$ cat config.mk
export PLATFORM = sky130hd
export DESIGN_NAME = fetch_queue
export DESIGN_NICKNAME = d
export VERILOG_FILES = /design/src/rtl/fetch_queue.sv
export SDC_FILE = /design/constraint.sdc
export NUM_CORES = 1
export LEC_CHECK = 0
export CORE_ASPECT_RATIO = 2
export CORE_MARGIN = 2
export CORE_UTILIZATION = 25
export CTS_CLUSTER_SIZE = 30
export DETAILED_ROUTE_END_ITERATION = 10
export PLACE_DENSITY = 0.5
export SYNTH_ARGS = -nofsm -noshare
export SYNTH_HDL_FRONTEND = slang
export SYNTH_SLANG_ARGS = --single-unit
$ cat constraint.sdc
create_clock -name clk -period 3.52 [get_ports clk]
set_input_delay 0.704 -clock clk [delete_from_list [all_inputs] [get_ports clk]]
set_output_delay 0.704 -clock clk [all_outputs]
set_load 0.05 [all_outputs]
$ cat src/rtl/fetch_queue.sv
// Fetch queue: DEPTH-entry {pc, instr} FIFO between fetch and decode.
// Define FETCH_QUEUE_BYPASS_EN for a same-cycle empty-queue bypass.
module fetch_queue #(
  parameter int              DEPTH = 4,
  parameter int              XLEN  = 64,
  parameter int              ILEN  = 32,
  parameter logic [ILEN-1:0] NOP   = 32'h0000_0013
) (
  input  logic                     clk,
  input  logic                     rst_n,
  input  logic                     flush,
  input  logic                     enq_valid,
  output logic                     enq_ready,
  input  logic [XLEN-1:0]          enq_pc,
  input  logic [ILEN-1:0]          enq_instr,
  output logic                     deq_valid,
  input  logic                     deq_ready,
  output logic [XLEN-1:0]          deq_pc,
  output logic [ILEN-1:0]          deq_instr,
  output logic [$clog2(DEPTH):0]   count
);

  localparam int AW = $clog2(DEPTH);
  localparam int CW = AW + 1;

  logic [XLEN-1:0] pc_mem  [DEPTH];
  logic [ILEN-1:0] ins_mem [DEPTH];
  logic [AW-1:0]   wr_ptr;
  logic [AW-1:0]   rd_ptr;
  logic [CW-1:0]   cnt;

  logic empty;
  logic byp;
  logic byp_take;
  logic enq_fire;
  logic deq_fire;

  assign empty     = (cnt == '0);
  assign enq_ready = (cnt != CW'(DEPTH));
  assign count     = cnt;

`ifdef FETCH_QUEUE_BYPASS_EN
  assign byp      = empty & enq_valid & ~flush;
  assign byp_take = byp & deq_ready;
`else
  assign byp      = 1'b0;
  assign byp_take = 1'b0;
`endif

  // A bypassed entry goes straight to decode and never occupies a slot
  assign enq_fire = enq_valid & enq_ready & ~byp_take;
  assign deq_fire = ~empty & deq_ready;

  assign deq_valid = ~empty | byp;

  always_comb begin
    deq_pc    = '0;
    deq_instr = NOP;
    if (!empty) begin
      deq_pc    = pc_mem[rd_ptr];
      deq_instr = ins_mem[rd_ptr];
    end else if (byp) begin
      deq_pc    = enq_pc;
      deq_instr = enq_instr;
    end
  end

  always_ff @(posedge clk) begin
    if (enq_fire && !flush) begin
      pc_mem[wr_ptr]  <= enq_pc;
      ins_mem[wr_ptr] <= enq_instr;
    end
  end

  always_ff @(posedge clk or negedge rst_n) begin
    if (!rst_n) begin
      wr_ptr <= '0;
      rd_ptr <= '0;
      cnt    <= '0;
    end else if (flush) begin
      wr_ptr <= '0;
      rd_ptr <= '0;
      cnt    <= '0;
    end else begin
      if (enq_fire)
        wr_ptr <= wr_ptr + AW'(1);
      if (deq_fire)
        rd_ptr <= rd_ptr + AW'(1);
      unique case ({enq_fire, deq_fire})
        2'b10:   cnt <= cnt + CW'(1);
        2'b01:   cnt <= cnt - CW'(1);
        default: cnt <= cnt;
      endcase
    end
  end

endmodule

==> results of run 1 <==
[per-stage QoR]
step / utilization [%] / setup WS, ns
5_1_grt: 31.7 / 0.000552
4_1_cts: 31.7 / 0.0294
3_3_place_gp: 29.9 / 0.641
6_report: 31.7 / 0.111
2_1_floorplan: - / 0.506
3_5_place_dp: 29.9 / 0.631
[repair_timing]
| action | 4_1_cts | 5_1_grt |
|---|---|---|
| buffers inserted | 0 | 0 |
| setup endpoints to repair | 0 | 1 |
| hold buffers | 0 | 0 |
| resized for setup | 0 | 1 |
[final timing paths]
check,slack (ns),cells after the start,from,endpoint
max,0.11,3,rd_ptr[0]$_DFFE_PN0P_,deq_instr[0]
min in group clk,0.60,2,wr_ptr[0]$_DFFE_PN0P_,wr_ptr[0]$_DFFE_PN0P_
min,0.47,1,rst_n,wr_ptr[1]$_DFFE_PN0P_
max reg2reg,1.10,7,count[0]$_DFFE_PN0P_,count[1]$_DFFE_PN0P_
max in group asynchronous,2.71,1,rst_n,rd_ptr[0]$_DFFE_PN0P_
min reg2reg,0.60,2,wr_ptr[0]$_DFFE_PN0P_,wr_ptr[0]$_DFFE_PN0P_
[registers in the layout, indices dropped and copies added, names as in the netlist]
signal,flops
pc_mem,256
ins_mem,128
count,3
wr_ptr,2
rd_ptr,2
[critical path, cell delays in order (launching register included)]
cell and delay (ns):
dfrtp_4 0.64, mux4_2 0.54, or2_1 0.26, clkdlybuf4s50_1 0.72
[cells in the mapped netlist (all sizes together)]
| cell | number | area [um^2] |
|---|---|---|
| mux4 | 96 | 2160 |
| buf | 19 | 128 |
| xor2 | 3 | 26.3 |
| a21oi | 4 | 20.0 |
| a22o | 1 | 8.76 |
| dfrtp | 7 | 175 |
| nand3b | 1 | 7.51 |
| nor2 | 6 | 22.5 |
| or2 | 4 | 25.0 |
| nor3 | 2 | 10.0 |
| clkbuf | 19 | 71.3 |
| mux2 | 1 | 11.3 |
| nor3b | 1 | 7.51 |
| o22ai | 3 | 18.8 |
| ha | 4 | 50.1 |
| a211o | 1 | 8.76 |
| a311oi | 1 | 8.76 |
| a211oi | 1 | 7.51 |
| nand2 | 1 | 3.75 |
| a221oi | 1 | 8.76 |
| and2 | 97 | 607 |
| fa | 1 | 20.0 |
| o21ai | 3 | 15.0 |
| o31ai | 1 | 7.51 |
| edfxtp | 384 | 11500 |
| o311ai | 1 | 8.76 |
| nand2b | 3 | 18.8 |
| nand3 | 2 | 10.0 |
| nor2b | 1 | 6.26 |
| inv | 8 | 30.0 |
| a2111oi | 1 | 8.76 |
[routing by layer]
metal / global-route usage [%] / up-vias
met5: 0 / -
li1: - / 3180
met3: 2.67 / 61
met1: 11.3 / 3719
met2: 21.0 / 188
met4: 4.40 / 8
[report_power, final]
part	leakage (uW)	switching (uW)	internal (uW)
Sequential	0.00358	74.1	5300
Clock	0.000514	1650	2000
Combinational	0.00195	2230	1250
Total	0.00604	3950	8550
[cell type report]
| class | count | area (um^2) | area share [%] |
|---|---|---|---|
| well taps | 774 | 968 | 5.11 |
| multi-input cells | 241 | 3120 | 16.5 |
| diodes | 1 | 2.50 | 0.0132 |
| flip-flops and latches | 391 | 11700 | 61.8 |
| clock inverters | 14 | 97.6 | 0.515 |
| clock buffers | 45 | 956 | 5.05 |
| inverters | 8 | 31.3 | 0.165 |
| repair buffers | 219 | 2050 | 10.8 |
[cell families (layout without fill, tap and decap cells)]
| logic type | after synthesis | count (layout) | share of synthesized area, % |
|---|---|---|---|
| adders and majority gates | 5 | 5 | 0.466 |
| muxes | 97 | 97 | 14.4 |
| buffers and inverters | 46 | 286 | 1.52 |
| and+or+nand+nor | 118 | 118 | 4.77 |
| DFF | 391 | 391 | 77.8 |
| AOI/OAI and AO/OA | 18 | 18 | 0.807 |
| other | 0 | 1 | 0 |
| xor gates and xnor gates | 3 | 3 | 0.175 |
==> flow_summary.ini, run 1 <==
[outcome]
status = complete, no violations

[placement]
place_inst = 1633
portBuffers = 201
dp_hpwl_um = 21000
place_congestion = 0.688
dpl_cell_area_um2 = 17900

[clocking]
cts_max_level = 2
clock_sinks = 391
clock-root-buffer = clkbuf_16
cts_buffer_depth = 3
cts_inserted_buffers = 37
cts_tree = built
path_clk_slew_ns = 0.06
clkLatencyLatePin_ns = 0.54

[pwr]
p_leak_uw = 0.00604
p_per_area_nw_per_um2 = 660
ir_drop_mv = 0.505
total_power_uw = 12500

[detailed_routing]
first_iter_violations = 365
routed-wl-met3_um = 1950
drt_wl_total_um = 34100
via_count = 7156
wl_met2_um = 18900
detail-route-antenna-nets = 0
drt-vias-per-instance = 4.23
drt_first_pass_iters = 5
wl_per_cell_um = 20.1
dr.max_layer_used = met5
drcViolationCount = 0
met1Wirelength_um = 12200

[timing]
slew-limit-headroom_pct = 51.1
fin_setup_tns_ns = 0
hold_viol_final = 0
period_needed_ns = 3.41
min_period_over_period_pct = 96.9
worst_pin_slew_ns = 0.734
rsz0062_at_grt = false
setup_violations = 0
fmax_mhz = 293
finalClockSkew_ns = 0.0158
timing.hold.ws_ns = 0.472
maxSlewViolCount = 0

[min_path]
min_path_type = in -> async

[logic_synthesis]
syn_nets = 784
avgSynthCellArea_um2 = 22.2
syn-cell-area_um2 = 15000
syn_inst = 678
synth_cell_types = 35
ys_ff_latch = 391
synth_warnings = 0
ys_seq_area_share_pct = 77.8

[setup_path]
start_kind = register
critPathKind = reg -> out
cp_max_fo = 14
required_ns = 2.82
worst_setup_path_end_kind = primary output
worstPathArrival_ns = 2.71

[grt]
grt_pass1_vias = 8161
overflow = 0
grt_pass1_wl_um = 50400
antenna_found_initial = 7
grt_usage_pct = 11.0
grt_max_degree = 57

[job]
maxCapViolations = 0

[final_layout]
layout-drive-gt1-share_pct = 28.5
design_area_um2 = 18900
nFillCells = 5887
layout_commonest_cell = edfxtp_1
area_growth_pct = 25.9
mostFrequentLayoutCells = edfxtp_1 (384), clkdlybuf4s50_1 (106), buf_4 (101)
layout.cells.non_filler = 1693
nNetsFinal = 1004

[floorplanning]
core-area_um2 = 59700
ios = 202
num_rows = 127
die_h_um = 351
dieArea_um2 = 62300
die_w_um = 177
initial_core_util_pct = 25.2
No activity file was read; power rests on OpenSTA's default activity.
==> run 2, diff against run 1 <==
--- a/config.mk
+++ b/config.mk
@@ -11,6 +11,7 @@
 export CTS_CLUSTER_SIZE = 30
 export DETAILED_ROUTE_END_ITERATION = 10
 export PLACE_DENSITY = 0.5
+export SKIP_CTS_REPAIR_TIMING = 1
 export SYNTH_ARGS = -nofsm -noshare
 export SYNTH_HDL_FRONTEND = slang
 export SYNTH_SLANG_ARGS = --single-unit
==> results of run 2 <==
No change in the layout: final DEF, timing and power equal those of run 1.
